--- src/rtl/cpu_ctrl_pkg.sv ---
`default_nettype none
// ============================================================================
// Module   : cpu_ctrl_pkg
// Brief    : Shared encodings for the multi-cycle control unit and decoder.
// Revision : 1.0 - initial release
// ============================================================================
package cpu_ctrl_pkg;

  localparam logic [2:0] C_ST_IDLE   = 3'd0;
  localparam logic [2:0] C_ST_FETCH  = 3'd1;
  localparam logic [2:0] C_ST_DECODE = 3'd2;
  localparam logic [2:0] C_ST_EXEC   = 3'd3;
  localparam logic [2:0] C_ST_MEM    = 3'd4;
  localparam logic [2:0] C_ST_WB     = 3'd5;
  localparam logic [2:0] C_ST_TRAP   = 3'd6;

  typedef enum logic [2:0] {
    ST_IDLE   = C_ST_IDLE,
    ST_FETCH  = C_ST_FETCH,
    ST_DECODE = C_ST_DECODE,
    ST_EXEC   = C_ST_EXEC,
    ST_MEM    = C_ST_MEM,
    ST_WB     = C_ST_WB,
    ST_TRAP   = C_ST_TRAP
  } state_t;

  localparam logic [5:0] C_OP_RTYPE = 6'b000000;
  localparam logic [5:0] C_OP_ADDI  = 6'b001000;
  localparam logic [5:0] C_OP_LW    = 6'b100011;
  localparam logic [5:0] C_OP_SW    = 6'b101011;
  localparam logic [5:0] C_OP_BEQ   = 6'b000100;
  localparam logic [5:0] C_OP_J     = 6'b000010;

  localparam logic [5:0] C_FN_ADD = 6'b100000;
  localparam logic [5:0] C_FN_SUB = 6'b100010;
  localparam logic [5:0] C_FN_AND = 6'b100100;
  localparam logic [5:0] C_FN_OR  = 6'b100101;
  localparam logic [5:0] C_FN_SLT = 6'b101010;

  localparam logic [1:0] C_PC_PLUS4  = 2'd0;
  localparam logic [1:0] C_PC_BRANCH = 2'd1;
  localparam logic [1:0] C_PC_JUMP   = 2'd2;

  localparam logic [1:0] C_EXC_NONE     = 2'd0;
  localparam logic [1:0] C_EXC_ILLEGAL  = 2'd1;
  localparam logic [1:0] C_EXC_OVERFLOW = 2'd2;
  localparam logic [1:0] C_EXC_TIMEOUT  = 2'd3;

  typedef enum logic [3:0] {
    CLS_ADD  = 4'd0,
    CLS_SUB  = 4'd1,
    CLS_AND  = 4'd2,
    CLS_OR   = 4'd3,
    CLS_SLT  = 4'd4,
    CLS_ADDI = 4'd5,
    CLS_LW   = 4'd6,
    CLS_SW   = 4'd7,
    CLS_BEQ  = 4'd8,
    CLS_J    = 4'd9
  } instr_cls_t;

  function automatic logic cls_is_rtype(input instr_cls_t cls);
    return cls inside {CLS_ADD, CLS_SUB, CLS_AND, CLS_OR, CLS_SLT};
  endfunction

  function automatic logic cls_uses_imm(input instr_cls_t cls);
    return cls inside {CLS_ADDI, CLS_LW, CLS_SW};
  endfunction

  // Only the signed arithmetic forms trap on overflow; slt and logic ops never do.
  function automatic logic cls_traps_ovf(input instr_cls_t cls);
    return cls inside {CLS_ADD, CLS_SUB, CLS_ADDI};
  endfunction

endpackage
`default_nettype wire

--- src/rtl/instr_decode.sv ---
`default_nettype none
// ============================================================================
// Module   : instr_decode
// Brief    : Combinational opcode/funct classifier with illegal-encoding flag.
// Revision : 1.0 - initial release
// ============================================================================
module instr_decode
  import cpu_ctrl_pkg::*;
(
  input  logic [5:0] i_opcode,
  input  logic [5:0] i_funct,
  output instr_cls_t o_cls,
  output logic       o_illegal
);

  always_comb begin
    o_cls     = CLS_ADD;
    o_illegal = 1'b0;
    case (i_opcode)
      C_OP_RTYPE: begin
        case (i_funct)
          C_FN_ADD: o_cls = CLS_ADD;
          C_FN_SUB: o_cls = CLS_SUB;
          C_FN_AND: o_cls = CLS_AND;
          C_FN_OR:  o_cls = CLS_OR;
          C_FN_SLT: o_cls = CLS_SLT;
          default:  o_illegal = 1'b1;
        endcase
      end
      C_OP_ADDI: o_cls = CLS_ADDI;
      C_OP_LW:   o_cls = CLS_LW;
      C_OP_SW:   o_cls = CLS_SW;
      C_OP_BEQ:  o_cls = CLS_BEQ;
      C_OP_J:    o_cls = CLS_J;
      default:   o_illegal = 1'b1;
    endcase
  end

endmodule
`default_nettype wire

--- src/rtl/multicycle_ctrl.sv ---
`default_nettype none
// ============================================================================
// Module   : multicycle_ctrl
// Brief    : FETCH/DECODE/EXEC/MEM/WB sequencer with trap and retire tracking.
// Revision : 1.0 - initial release
// ============================================================================
module multicycle_ctrl
  import cpu_ctrl_pkg::*;
#(
  parameter int TIMEOUT = 16,
  parameter int CNT_W   = 32
) (
  input  logic             clk,
  input  logic             reset,
  input  logic             start,
  input  logic [5:0]       opcode,
  input  logic [5:0]       funct,
  input  logic             Zero,
  input  logic             Overflow,
  input  logic             imem_ready,
  input  logic             dmem_ready,
  output logic             imem_req,
  output logic             ir_load,
  output logic             pc_we,
  output logic [1:0]       pc_sel,
  output logic             reg_we,
  output logic             reg_dst,
  output logic             alu_src,
  output logic             mem_read,
  output logic             mem_write,
  output logic             mem_to_reg,
  output logic             busy,
  output logic [1:0]       exc_cause,
  output logic [CNT_W-1:0] retired
);

  localparam int C_WAIT_W = $clog2(TIMEOUT + 1);
  localparam logic [C_WAIT_W-1:0] C_WAIT_LAST = C_WAIT_W'(TIMEOUT - 1);

  state_t              r_state, w_state_nxt;
  instr_cls_t          r_cls, w_cls_dec;
  logic                w_illegal;
  logic [C_WAIT_W-1:0] r_wait, w_wait_nxt;
  logic [1:0]          r_exc, w_exc_nxt;
  logic [CNT_W-1:0]    r_retired;
  logic                w_retire;

  instr_decode u_decode (
    .i_opcode  (opcode),
    .i_funct   (funct),
    .o_cls     (w_cls_dec),
    .o_illegal (w_illegal)
  );

  always_ff @(posedge clk or negedge reset) begin
    if (!reset) begin
      r_state   <= ST_IDLE;
      r_cls     <= CLS_ADD;
      r_wait    <= '0;
      r_exc     <= C_EXC_NONE;
      r_retired <= '0;
    end else begin
      r_state <= w_state_nxt;
      r_wait  <= w_wait_nxt;
      r_exc   <= w_exc_nxt;
      if (r_state == ST_DECODE) r_cls <= w_cls_dec;
      if (w_retire) r_retired <= r_retired + CNT_W'(1);
    end
  end

  // Wait counter defaults to zero so it restarts on every entry to FETCH or MEM.
  always_comb begin
    w_state_nxt = r_state;
    w_exc_nxt   = r_exc;
    w_wait_nxt  = '0;
    w_retire    = 1'b0;
    imem_req    = 1'b0;
    ir_load     = 1'b0;
    pc_we       = 1'b0;
    pc_sel      = C_PC_PLUS4;
    reg_we      = 1'b0;
    reg_dst     = 1'b0;
    alu_src     = 1'b0;
    mem_read    = 1'b0;
    mem_write   = 1'b0;
    mem_to_reg  = 1'b0;
    case (r_state)
      ST_IDLE: begin
        if (start) w_state_nxt = ST_FETCH;
      end
      ST_TRAP: begin
        if (start) begin
          w_exc_nxt   = C_EXC_NONE;
          w_state_nxt = ST_FETCH;
        end
      end
      ST_FETCH: begin
        imem_req = 1'b1;
        if (imem_ready) begin
          ir_load     = 1'b1;
          pc_we       = 1'b1;
          pc_sel      = C_PC_PLUS4;
          w_state_nxt = ST_DECODE;
        end else if (r_wait == C_WAIT_LAST) begin
          w_exc_nxt   = C_EXC_TIMEOUT;
          w_state_nxt = ST_TRAP;
        end else begin
          w_wait_nxt = r_wait + C_WAIT_W'(1);
        end
      end
      ST_DECODE: begin
        if (w_illegal) begin
          w_exc_nxt   = C_EXC_ILLEGAL;
          w_state_nxt = ST_TRAP;
        end else begin
          w_state_nxt = ST_EXEC;
        end
      end
      ST_EXEC: begin
        alu_src = cls_uses_imm(r_cls);
        case (r_cls)
          CLS_BEQ: begin
            if (Zero) begin
              pc_we  = 1'b1;
              pc_sel = C_PC_BRANCH;
            end
            w_retire    = 1'b1;
            w_state_nxt = ST_FETCH;
          end
          CLS_J: begin
            pc_we       = 1'b1;
            pc_sel      = C_PC_JUMP;
            w_retire    = 1'b1;
            w_state_nxt = ST_FETCH;
          end
          CLS_LW, CLS_SW: w_state_nxt = ST_MEM;
          default: begin
            if (cls_traps_ovf(r_cls) && Overflow) begin
              w_exc_nxt   = C_EXC_OVERFLOW;
              w_state_nxt = ST_TRAP;
            end else begin
              w_state_nxt = ST_WB;
            end
          end
        endcase
      end
      ST_MEM: begin
        mem_read  = (r_cls == CLS_LW);
        mem_write = (r_cls == CLS_SW);
        if (dmem_ready) begin
          if (r_cls == CLS_LW) begin
            w_state_nxt = ST_WB;
          end else begin
            w_retire    = 1'b1;
            w_state_nxt = ST_FETCH;
          end
        end else if (r_wait == C_WAIT_LAST) begin
          w_exc_nxt   = C_EXC_TIMEOUT;
          w_state_nxt = ST_TRAP;
        end else begin
          w_wait_nxt = r_wait + C_WAIT_W'(1);
        end
      end
      ST_WB: begin
        reg_we      = 1'b1;
        reg_dst     = cls_is_rtype(r_cls);
        mem_to_reg  = (r_cls == CLS_LW);
        w_retire    = 1'b1;
        w_state_nxt = ST_FETCH;
      end
      default: w_state_nxt = ST_IDLE;
    endcase
  end

  assign busy      = (r_state != ST_IDLE) && (r_state != ST_TRAP);
  assign exc_cause = r_exc;
  assign retired   = r_retired;

endmodule
`default_nettype wire

--- config.mk ---
export PLATFORM = sky130hd
export DESIGN_NAME = multicycle_ctrl
export DESIGN_NICKNAME = d
export VERILOG_FILES = /design/src/rtl/cpu_ctrl_pkg.sv /design/src/rtl/instr_decode.sv /design/src/rtl/multicycle_ctrl.sv
export SDC_FILE = /design/constraint.sdc
export NUM_CORES = 1
export LEC_CHECK = 0
export CAP_MARGIN = 20
export CORE_MARGIN = 2
export CORE_UTILIZATION = 30
export DETAILED_ROUTE_END_ITERATION = 8
export GPL_TIMING_DRIVEN = 1
export MAX_ROUTING_LAYER = met4
export SLEW_MARGIN = 20
export SYNTH_ARGS = -nofsm -noshare
export SYNTH_HDL_FRONTEND = slang
export SYNTH_SLANG_ARGS = --single-unit
--- constraint.sdc ---
create_clock -name clk -period 3.8 [get_ports clk]
set_input_delay 0.38 -clock clk [delete_from_list [all_inputs] [get_ports clk]]
set_output_delay 0.38 -clock clk [all_outputs]
set_load 0.03 [all_outputs]
# Yosys cells after proc, flatten, opt, wreduce, memory -nomap -nowiden

Cells that the tools add are included.

$add $sub $neg: 2
$mul: 0
Div/mod/pow operators: 0
$lt $le $gt $ge: 0
Equality and inequality tests: 34
Shift operators: 0
Multiplexer cells: 44
Bitwise gates (word level): 0
Reduce and logical (&&, ||, !) cells: 17

Operator list:

| operator                                                              | number |
|---|---|
| 6-bit equality test, second input constant                            | 7 |
| 32-bit by 1-bit adder with 32-bit output, second input constant       | 1 |
| 4-bit case mux with 6 select lines                                    | 1 |
| 2-bit 2-to-1 mux                                                      | 9 |
| 3-bit 2-to-1 mux                                                      | 6 |
| 3-bit case mux with 6 select lines                                    | 1 |
| 4-bit by 3-bit equality test with 1-bit output, second input constant | 4 |
| 1-bit 2-to-1 mux                                                      | 15 |
| 5-bit 2-to-1 mux                                                      | 3 |
| 3-bit case mux with 4 select lines                                    | 1 |
| 2-bit inequality test, second input constant                          | 5 |
| 2-bit case mux with 5 select lines                                    | 1 |
| 5-bit case mux with 2 select lines                                    | 1 |
| 5-bit nonzero test                                                    | 2 |
| 5-bit OR reduction                                                    | 2 |
| 3-bit equality test, second input constant                            | 3 |
| 3-bit nonzero test                                                    | 3 |
| 4-bit by 2-bit equality test with 1-bit output, second input constant | 2 |
| 4-bit equality test, second input constant                            | 2 |
| 7-bit AND reduction                                                   | 1 |
| 3-bit by 2-bit equality test with 1-bit output, second input constant | 2 |
| 6-bit by 2-bit equality test with 1-bit output, second input constant | 1 |
| 6-bit by 3-bit equality test with 1-bit output, second input constant | 1 |
| 6-bit by 4-bit equality test with 1-bit output, second input constant | 1 |
| 16 further kinds                                                      | 22 |

Flip-flop bits (word level): 46
Latch bits: 0
Memory bits (writable): 0
Bits in read-only memories: 0
Input port bits: 19
Output and inout port bits: 46
Memories kept: 0

# Logic depth before layout (Yosys ltp)

Gate-level depths: netlist of run 1.

Depth after elaboration: 6
Gate-level depth with buffers: 7

# By module

From an unflattened synthesis of run 1, not the netlist that was laid out.

Cell total of the unflattened synthesis: 262
Area total of the unflattened synthesis: 2635.0 um^2

Modules (own cells, without submodules):

| module          | times used | cells an instance | area an instance (um^2) | sequential area each (um^2) |
|---|---|---|---|---|
| multicycle_ctrl | 1          | 233               | 2426.1                  | 1151.1 |
| instr_decode    | 1          | 29                | 209.0                   | 0.0 |

# Least setup slack after synthesis of run 1

Ideal clock, no wire load.

Kind: reg-to-output
Start: register r_state[0]
End: output pc_we
Arrival: 2.025 ns
Required time: 3.420 ns
Path slack: 1.395 ns
Cell stages (with the launch flop): 6
Cell sequence: dfrtp_1 clkbuf_1 nand2b_1 nor2_1 and2_1 o21bai_1

Word-level cells in the longest chain between the ends: 2
Elaborated cells between the ends (all ways): 3
Classes of those cells: eq/ne: 2; mux: 1

Ends and longest elaborated chain:

| what                                                                                                                    | RTL line              | source |
|---|---|---|
| start: declaration                                                                                                      | multicycle_ctrl.sv:40 | `state_t r_state, w_state_nxt;` |
| start signal: assignment                                                                                                | multicycle_ctrl.sv:63 | `r_state <= w_state_nxt;` |
| 3-bit by 2-bit equality test with 1-bit output / 3-bit by 1-bit equality test with 1-bit output (equally long branches) | multicycle_ctrl.sv:87 | `case (r_state)` |
| 1-bit case mux with 2 select lines (*)                                                                                  | multicycle_ctrl.sv:87 |  |
| end: declaration                                                                                                        | multicycle_ctrl.sv:24 | `output logic pc_we,` |

Every way passes the cells marked *; elsewhere a longest branch is shown, timed or not.

# Final worst setup path of run 1

Start: register r_state[1]
End: output pc_sel[0]

Word-level cells in the longest chain between the ends: 2

Ends and longest elaborated chain:

| what                                           | RTL line              | source |
|---|---|---|
| 3-bit by 2-bit equality test with 1-bit output | multicycle_ctrl.sv:87 |  |
| 2-bit 2-to-1 mux                               | -                     |  |
| end: declaration                               | multicycle_ctrl.sv:25 | `output logic [1:0] pc_sel,` |

No other way between the ends.

==> summary.txt, run 1 <==
Synth Register Bits = 46
Worst skew pair latency = 0.31 ns
Register area share after synthesis = 0.4295
All-Layer GR Usage = 0.1405
CTS sink cnt = 46
Xor-xnor portion of the synthesized cell area = 0.1111
Worst path buffer plus inverter count = 1
N_diodes = 0
FMAX = 0.3609 GHz
Clk slew on worst S/H paths = 0.10 ns
Root buf cell = clkbuf_8
Vias in the first global route = 2,211
H-tree levels = 2
CP Capture Type = output pin
Vias per Instance = 5.067
Final setup fails = 0
Cts hold-fix bufs = 0
Worst EP required = 3.42 ns
Die area = 9705 um^2
Top_reg_cell synth = dfrtp_1
Final period util = 0.7292
Top cells by area, synth = dfrtp_1 (43%), xnor2_1 (8.8%), nand3_1 (4.3%), a2111oi_4 (3.1%), nand2_1 (2.8%)
Fin Clk Skew = 0.009099 ns
Placed insts = 426
Final Instance Area = 3518 um^2
Synth Area in Compound Gates = 0.1419
Initial Util = 0.3088
Share of layout cells above drive strength 1 = 0.09202
R2R Setup Slk = 1.64 ns
Antenna Nets Post-Route = 0
Peak supply drop = 188.4 uV
TritonCTS Buffers = 5
Ports = 65
Initial antenna violation count = 0
Detailed placer's ending HPWL = 4708 um
Wirelength per Cell = 14.61 um
Clk buf depth = 2
DR iter-0 viols = 64
Final #Nets = 346
Post-synthesis simple-gate area fraction = 0.2628
Post-synthesis mux area share = 0.01774
Register area = 1151 um^2
Final hold vios = 0
RSZ-0062 raised after global routing = no
PostCTS Resize Cnt = 0
DRT Pass-1 Iters = 4
Outcome = finished, final reports clean
Synth warnings = 0
Layout filler cell count = 885
Yosys cell types = 61
Largest net degree at the start of global routing = 47
First-pass GRT wire length = 10,810 um
Critical R2R Launch = r_state[1]$_DFFE_PN0P_
Dominant cell type by area after synthesis = dfrtp_1
Post-Synth Adder-Cell Area = 0.01354
Syn Nets = 285
Total gr overflow = 0
Startpoint types = flip-flop
CP delay by family, top = simple AND/OR/NAND/NOR gates
Relative slew margins = 0.5945
Setup Fix Bufs, Post-CTS = 0
Synth top area share = 0.4295
Crit-path cells = and3b_1 -> nand2_1 -> nor3b_1 -> clkdlybuf4s50_1
Post-route insts no fill = 434
Rows = 34
Critical Path AT = 2.39 ns
Async SR Flop Fraction = 1.000
Vias post-DR = 2,199
Critical-path top delay cell = clkdlybuf4s50_1
Final Critical Period = 2.771 ns
Multi-input logic area = 1466 um^2
Die X = 98.52 um
Hold WC Path Type = in -> async
Final Max Tran Viols = 0
Worst path max stage delay = 0.70 ns
MaxCap Viol Count = 0
Routability congestion estimate = 0.8184
Setup TNS = 0 ns
Power Dens Cells = 533.7 nW/um^2
Routed wire length = 6341 um
Critical Path Fanout Max = 20
Overall Power = 1.878 mW
IO Port Bufs = 64
Area Growth Syn to Fin = 31.28%
Synthesized area = 2680 um^2
Combinational family with the most area after synthesis = simple AND/OR/NAND/NOR gates
Syn_area_per_cell = 10.15 um^2
Tightest Pin Transition = 0.6083 ns
Die Y = 98.52 um
Fin util = 0.4054
Core area = 8678 um^2
Crit Reg-Reg Endpoint = retired[21]$_DFFE_PN0P_
Post-synth EDFFs = 0
Reg2Reg Depth = 5
DP Area = 3400 um^2
DR DRC count = 0
Crit path kind = reg -> out
Mapped Cells = 264
CTS tree = yes
P_leak = 1.339 nW
how the worst max path moves through the flow:
stage                               endpoint  depth (start not counted)              startpoint  slack [ns]
floorplan                              pc_we                          5  r_state[0]$_DFFE_PN0P_        1.39
global placement                   pc_sel[0]                          4  r_state[1]$_DFFE_PN0P_        1.40
detailed placement  exc_cause[1]$_DFFE_PN0P_                          6               opcode[0]        1.37
CTS                                pc_sel[0]                          4  r_state[1]$_DFFE_PN0P_        1.02
global route                       pc_sel[0]                          4  r_state[1]$_DFFE_PN0P_        0.84
finish                             pc_sel[0]                          4  r_state[1]$_DFFE_PN0P_        1.03
worst register-to-register path, stage by stage (launching register included):
cell and delay [ns]:
dfrtp_1 0.68, and3b_1 0.36, a21oi_4 0.15, a2111oi_4 0.52
nand4_1 0.19, xnor2_1 0.16
layout by cell type, fill, tap and decap left out, drive strengths merged, types with 2 or more instances in the layout:
cell type,n
o21bai,2
ha,2
nor2,16
o21ai,7
a211oi,5
nor3,6
nor4,2
nand2b,5
clkbuf,5
xor2,7
xnor2,27
nand3b,2
nor3b,6
nand3,23
clkdlybuf4s50,63
inv,5
mux2,3
nand4,9
and3,9
nor2b,6
dfrtp,46
o211ai,2
or3,2
nand4b,2
and3b,2
a2111oi,3
a21oi,10
and4,3
and2,5
nand2,20
power breakdown:
part	switching, mW	internal [mW]
clock network	0.185	0.201
logic	0.437	0.332
registers	0.151	0.573
through the flow:
stage | hold WS, ns | worst slack (ns)
after CTS | 0.2967 | 1.024
after detailed placement | 0.4655 | 1.369
final | 0.08076 | 1.029
after floorplan | 0.08441 | 1.395
after global placement | 0.4601 | 1.397
after global routing | 0.1186 | 0.8358
layer usage:
metal	part of all wire	vias up	track usage
li1	-	1073	-
met1	0.47	1086	0.1803
met2	0.49	34	0.2308
met3	0.029	6	0.02766
met4	0.010	0	0.03267
met5	0	-	-
state kept, by name, summed over array words and instances, names as in the netlist:
| register | cells |
|---|---|
| r_wait | 5 |
| r_state | 3 |
| exc_cause | 2 |
| retired | 32 |
| r_cls | 4 |
synthesized netlist by cell type (all sizes together), types with 2 or more instances:
master	count
or3	2
buf	5
dfrtp	46
ha	2
a211oi	5
and3b	2
mux2	3
nor4	2
a21oi	10
and3	9
nor2	16
and2	5
a2111oi	3
nor2b	6
o21ai	7
o211ai	2
nand3	23
xnor2	27
clkbuf	5
nand2	20
nand4	9
and4	3
nand2b	5
nor3b	6
nand3b	2
xor2	7
o21bai	2
inv	3
nand4b	2
nor3	6
cells by family (layout without fill, tap and decap cells):
group / after synthesis / in the layout
compound gates: 41 / 41
xor+xnor: 34 / 34
mux: 4 / 4
buf+inv: 13 / 75
fa+ha+maj: 3 / 3
flops: 46 / 46
simple gates: 123 / 123
final cells by class:
type | instances | share of cell area
Multi-Input combinational cell | 205 | 0.4168
Tap cell | 108 | 0.03841
Inverter | 3 | 0.003201
Clock inverter | 3 | 0.01351
Timing Repair Buffer | 64 | 0.1814
Sequential cell | 46 | 0.3272
Clock buffer | 5 | 0.01956
No activity file was read; power rests on OpenSTA's default activity.
==> inputs of run 2 (changes only) <==
==> constraint.sdc (replaced) <==
create_clock -name clk -period 2.5 [get_ports clk]
set_input_delay 0.25 -clock clk [delete_from_list [all_inputs] [get_ports clk]]
set_output_delay 0.25 -clock clk [all_outputs]
set_load 0.03 [all_outputs]
==> run 2 against run 1 <==
Effect of this change: sequential share of layout area decreased by 0.24 points; non-clock buffer count increased by 4; sequential power increased by 47%; global-route usage about the same; first-iteration DRC count increased by 31%; wire length increased by 0.93%; critical path type unchanged; combinational power increased by 61%; flip-flop and latch count unchanged; clock skew about the same; via count increased by 1.0%.
==> summary.txt, run 2 (synthesis results as in run 1) <==
Worst EP required = 2.25 ns (-1.17 ns)
Most frequent cells in the layout = clkdlybuf4s50_1 (60), dfrtp_1 (45), xnor2_1 (27)
Top Metal Used = met4
MaxCap Viol Count = 0 (unchanged)
RSZ-0062 raised after global routing = no
Critical-path top delay cell = clkdlybuf4s50_1
Crit Reg-Reg Endpoint = retired[21]$_DFFE_PN0P_
Final Critical Period = 2.412 ns
Final Max Tran Viols = 0 (unchanged)
Crit-path cells = buf_4 -> nor2_1 -> nand2_1 -> nor3_1 -> clkdlybuf4s50_1
DR DRC count = 0 (unchanged)
Hold WC Path Type = in -> async
Final hold vios = 0 (unchanged)
Commonest non-fill, non-tap cell in the layout = clkdlybuf4s50_1
Total gr overflow = 0 (unchanged)
M1 WL = 3125 um (+3.9%)
DR iter-0 viols = 84 (+31%)
Startpoint types = flip-flop
H-tree levels = 2 (unchanged)
R2R Setup Slk = 0.46 ns (-1.18 ns)
Core area = 8678 um^2 (unchanged)
Final #Nets = 350 (+1.2%)
Wirelength per Cell = 14.61 um (about the same)
Reg2Reg Depth = 6 (+1)
Initial Util = 0.3088 (unchanged)
CTS sink cnt = 46 (unchanged)
Routed wire length = 6400 um (+0.93%)
Final Instance Area = 3548 um^2 (+0.85%)
CP Capture Type = output pin
Critical Path AT = 2.16 ns (-0.23 ns)
Rows = 34 (unchanged)
Crit path kind = reg -> out
WL met3 = 216 um (+16%)
TritonCTS Buffers = 5 (unchanged)
DRT Pass-1 Iters = 4 (unchanged)
Met2 routed wirelength = 3018 um (-2.1%)
Die X = 98.52 um (unchanged)
Power Dens Cells = 811.2 nW/um^2 (+52%)
IO Port Bufs = 64 (unchanged)
Vias post-DR = 2,222 (+1.0%)
Peak supply drop = 246.4 uV (+31%)
P_leak = 1.378 nW (+2.9%)
DP Area = 3430 um^2 (+0.88%)
Critical R2R Launch = r_state[1]$_DFFE_PN0P_
Worst path max stage delay = 0.71 ns (about the same)
CTS tree = yes
Outcome = finished, final reports clean
Clk slew on worst S/H paths = 0.09 ns (about the same)
Antenna Nets Post-Route = 0 (unchanged)
N_diodes = 0 (unchanged)
Relative slew margins = 0.5919 (-0.002604)
First-pass GRT wire length = 10,990 um (+1.7%)
Fin Clk Skew = 0.009568 ns (+0.0004695 ns)
Max FFs per register = 32 (unchanged)
Share of layout cells above drive strength 1 = 0.1061 (+0.01404)
Setup TNS = 0 ns (unchanged)
Initial antenna violation count = 0 (unchanged)
Area Growth Syn to Fin = 32.40%
All-Layer GR Usage = 0.1408 (+0.0002836)
Worst skew pair latency = 0.30 ns (about the same)
Root buf cell = clkbuf_8
Final setup fails = 0 (unchanged)
FMAX = 0.4145 GHz
Vias in the first global route = 2,213 (+0.090%)
Die area = 9705 um^2 (unchanged)
Tightest Pin Transition = 0.6122 ns (+0.003906 ns)
Vias per Instance = 5.073 (+0.12%)
Largest net degree at the start of global routing = 47 (unchanged)
Detailed placer's ending HPWL = 4756 um (+1.0%)
Final period util = 0.9649
Die Y = 98.52 um (unchanged)
Layout filler cell count = 875 (-1.1%)
Ports = 65 (unchanged)
Critical Path Fanout Max = 17 (-15%)
Clk buf depth = 2 (unchanged)
Routability congestion estimate = 0.8500 (+3.9%)
## run 2: cell types whose count changed in the layout (fill, tap and decap cells not counted), sizes merged
| cell | change |
|---|---|
| inv | -1 |
| clkinvlp | +1 |
| dlymetal6s2s | +1 |
| clkdlybuf4s50 | -3 |
| buf | +4 |
| dlygate4sd2 | +2 |
## run 2: stage by stage
step	std cells	hold slack, ns	util	total power, mW	setup slack (ns)
after floorplan	264	-0.04559	-	1.874	0.2248
after global placement	430	0.3844	0.3952	2.307	0.2502
after detailed placement	430	0.3899	0.3952	2.316	0.2281
after CTS	438	0.05208	0.4084	2.909	0.02548
after global routing	438	0.08569	0.4089	3.076	0.01062
final	438	0.02400	0.4089	2.878	0.08773
## run 2: per-layer routing
metal | track usage | vias to the layer above
li1 | - | 1084
met1 | 0.1898 | 1088
met3 | 0.02837 | 4
met4 | 0.02740 | 0
met2 | 0.2229 | 46
met5 | - | -
## run 2: worst max path at each step
stage,from,endpoint,slack [ns],depth (start not counted)
floorplan,r_state[0]$_DFFE_PN0P_,pc_we,0.22,5
global placement,r_state[2]$_DFFE_PN0P_,pc_we,0.25,5
detailed placement,opcode[0],exc_cause[1]$_DFFE_PN0P_,0.23,6
CTS,r_state[2]$_DFFE_PN0P_,mem_to_reg,0.03,3
global route,r_state[1]$_DFFE_PN0P_,mem_write,0.01,5
finish,r_state[1]$_DFFE_PN0P_,mem_write,0.09,5
## run 2: layout make-up
type                    count  area (um^2)  share of cell area
multi-input cells         205         1466              0.4133
flip-flops and latches     46         1152              0.3248
repair buffers             68        665.6              0.1876
well taps                 108        135.1             0.03808
clock buffers               5        68.82             0.01939
clock inverters             3        48.80             0.01375
inverters                   3        11.26            0.003173
## run 2: repair_timing
item,in CTS,in global routing
hold buffers,0,0
gates cloned,0,0
pin swaps,0,0
setup endpoints to repair,2,3
setup buffers,0,0
resized for setup,2,2
## run 2: worst max-delay path, delay by kind of cell (launching register included)
kind / cells / cell delay, ns
DFF: 1 / 0.43
buffers and inverters: 2 / 0.92
and+or+nand+nor: 3 / 0.51
## run 2: power breakdown
part           total, mW  switching (mW)  internal [mW]  leakage [nW]
Combinational       1.24           0.715          0.521         0.727
Clock              0.585           0.280          0.305        0.0563
Sequential          1.06           0.185          0.873         0.595
==> inputs of run 3 (changes only) <==
--- a/config.mk
+++ b/config.mk
@@ -11,6 +11,7 @@
 export DETAILED_ROUTE_END_ITERATION = 8
 export GPL_TIMING_DRIVEN = 1
 export MAX_ROUTING_LAYER = met4
+export PLACE_DENSITY_LB_ADDON = 0.12
 export SLEW_MARGIN = 20
 export SYNTH_ARGS = -nofsm -noshare
 export SYNTH_HDL_FRONTEND = slang
==> run 3 against run 2 <==
Effect of this change: fmax rose by 1.9%; non-clock buffer count rose by 1; clock-buffer cell count rose by 1; critical path type unchanged; wire length rose by 0.58%.
==> summary.txt, run 3 (synthesis results as in run 1) <==
Outcome = finished, final reports clean
Vias in the first global route = 2,135 (-3.5%)
Vias post-DR = 2,155 (-3.0%)
Commonest non-fill, non-tap cell in the layout = clkdlybuf4s50_1
MaxCap Viol Count = 0 (unchanged)
Share of layout cells above drive strength 1 = 0.1027 (-0.003342)
Pre-CTS setup slack = 0.2430 ns (+0.01493 ns)
P_leak = 1.409 nW (+2.2%)
Die area = 9705 um^2 (unchanged)
Worst EP required = 2.25 ns (about the same)
Relative slew margins = 0.6825 (+0.09063)
M1 WL = 3215 um (+2.9%)
Setup ws final = 0.1324 ns (+0.04468 ns)
Final #Nets = 351 (+0.29%)
CP Capture Type = output pin
Largest net degree at the start of global routing = 33 (-30%)
N_diodes = 0 (unchanged)
First-pass GRT wire length = 11,050 um (+0.56%)
Area Growth Syn to Fin = 31.79%
Hold WC Path Type = in -> async
CTS sink cnt = 46 (unchanged)
Layout filler cell count = 894 (+2.2%)
Die X = 98.52 um (unchanged)
Final period util = 0.9470 (-0.01787)
Final setup fails = 0 (unchanged)
Met2 routed wirelength = 2894 um (-4.1%)
Clk buf depth = 2 (unchanged)
Most frequent cells in the layout = clkdlybuf4s50_1 (58), dfrtp_1 (45), xnor2_1 (27)
H-tree levels = 2 (unchanged)
RSZ-0062 raised after global routing = no
Final hold vios = 0 (unchanged)
Crit path kind = reg -> out
Worst skew pair latency = 0.30 ns (about the same)
IO Port Bufs = 64 (unchanged)
Clk slew on worst S/H paths = 0.09 ns (about the same)
Initial Util = 0.3088 (unchanged)
Max FFs per register = 32 (unchanged)
DRT Pass-1 Iters = 4 (unchanged)
FMAX = 0.4224 GHz (+1.9%)
Peak supply drop = 456.6 uV (+85%)
Top Metal Used = met4
Wirelength per Cell = 14.66 um (+0.35%)
Root buf cell = clkbuf_8
Antenna Nets Post-Route = 0 (unchanged)
Core area = 8678 um^2 (unchanged)
Critical Path Fanout Max = 15 (-2)
DR DRC count = 0 (unchanged)
Initial antenna violation count = 0 (unchanged)
Routability congestion estimate = 0.8637 (+1.6%)
Total gr overflow = 0 (unchanged)
Power Dens Cells = 775.3 nW/um^2 (-4.4%)
Vias per Instance = 4.909 (-3.2%)
R2R Setup Slk = 0.42 ns (-0.04 ns)
Detailed placer's ending HPWL = 4843 um (+1.8%)
Startpoint types = flip-flop
Die Y = 98.52 um (unchanged)
Final Critical Period = 2.368 ns (-0.04468 ns)
DR iter-0 viols = 60 (-29%)
All-Layer GR Usage = 0.1437 (+0.002878)
Routed wire length = 6437 um (+0.58%)
Final Max Tran Viols = 0 (unchanged)
WL met3 = 239 um (+11%)
Critical Path AT = 2.12 ns (-0.04 ns)
TritonCTS Buffers = 5 (unchanged)
Rows = 34 (unchanged)
Setup TNS = 0 ns (unchanged)
CTS tree = yes
Ports = 65 (unchanged)
Fin Clk Skew = 0.01042 ns (+0.0008492 ns)
Tightest Pin Transition = 0.4754 ns (-0.1368 ns)
[run 3: report_power, final]
group          total [mW]  leakage [nW]  internal, mW  switching [mW]
logic                1.21         0.769         0.521           0.685
registers            1.09         0.595         0.873           0.212
clock network       0.447        0.0452         0.197           0.249
[run 3: cell type report]
cell class / instances / area, um^2 / share of cell area
multi-input combinational: 205 / 1466 / 0.4152
sequential: 46 / 1152 / 0.3262
timing repair buffer: 69 / 680.7 / 0.1927
tap: 108 / 135.1 / 0.03826
clock buffer: 6 / 72.57 / 0.02055
clock inverter: 2 / 13.76 / 0.003897
inverter: 3 / 11.26 / 0.003188
[run 3: worst paths after layout]
kind | cells past startpoint | endpoint | start
max in group asynchronous | 3 | retired[10]$_DFFE_PN0P_ | reset
hold reg to reg | 1 | r_wait[0]$_DFF_PN0_ | r_wait[0]$_DFF_PN0_
setup reg to reg | 5 | retired[23]$_DFFE_PN0P_ | r_state[2]$_DFFE_PN0P_
hold / removal | 2 | retired[16]$_DFFE_PN0P_ | reset
min in group clk | 1 | r_wait[0]$_DFF_PN0_ | r_wait[0]$_DFF_PN0_
setup / recovery | 3 | mem_to_reg | r_state[2]$_DFFE_PN0P_
[run 3: timing repair]
item | CTS | global route
pin swaps | 0 | 0
hold buffers | 1 | 0
buffers inserted | 0 | 0
cloned | 0 | 0
setup endpoints to repair | 2 | 3
hold endpoints to repair | 14 | 0
resized for setup | 3 | 3
[run 3: critical path: stages, from the launching register on]
cell and delay [ns]:
dfrtp_1 0.58, and3b_1 0.33, nor3b_1 0.21, clkdlybuf4s50_1 0.70
[run 3: stage by stage]
step                      power [mW]  instances  area [um^2]  hold WS, ns  utilization
final                          2.739        439         3532       0.3720       0.4070
after detailed placement       2.320        430         3430       0.1783       0.3952
after global routing           2.968        439         3532       0.3933       0.4070
after floorplan                1.874        264         2680     -0.04559            -
after CTS                      2.778        439         3525       0.3702       0.4061
after global placement         2.335        430         3430       0.1763       0.3952
[run 3: layer usage]
metal  up-vias  GRT usage
met4         0    0.04215
met5         -          -
li1       1086          -
met1      1017     0.1975
met2        42     0.2161
met3        10    0.02837
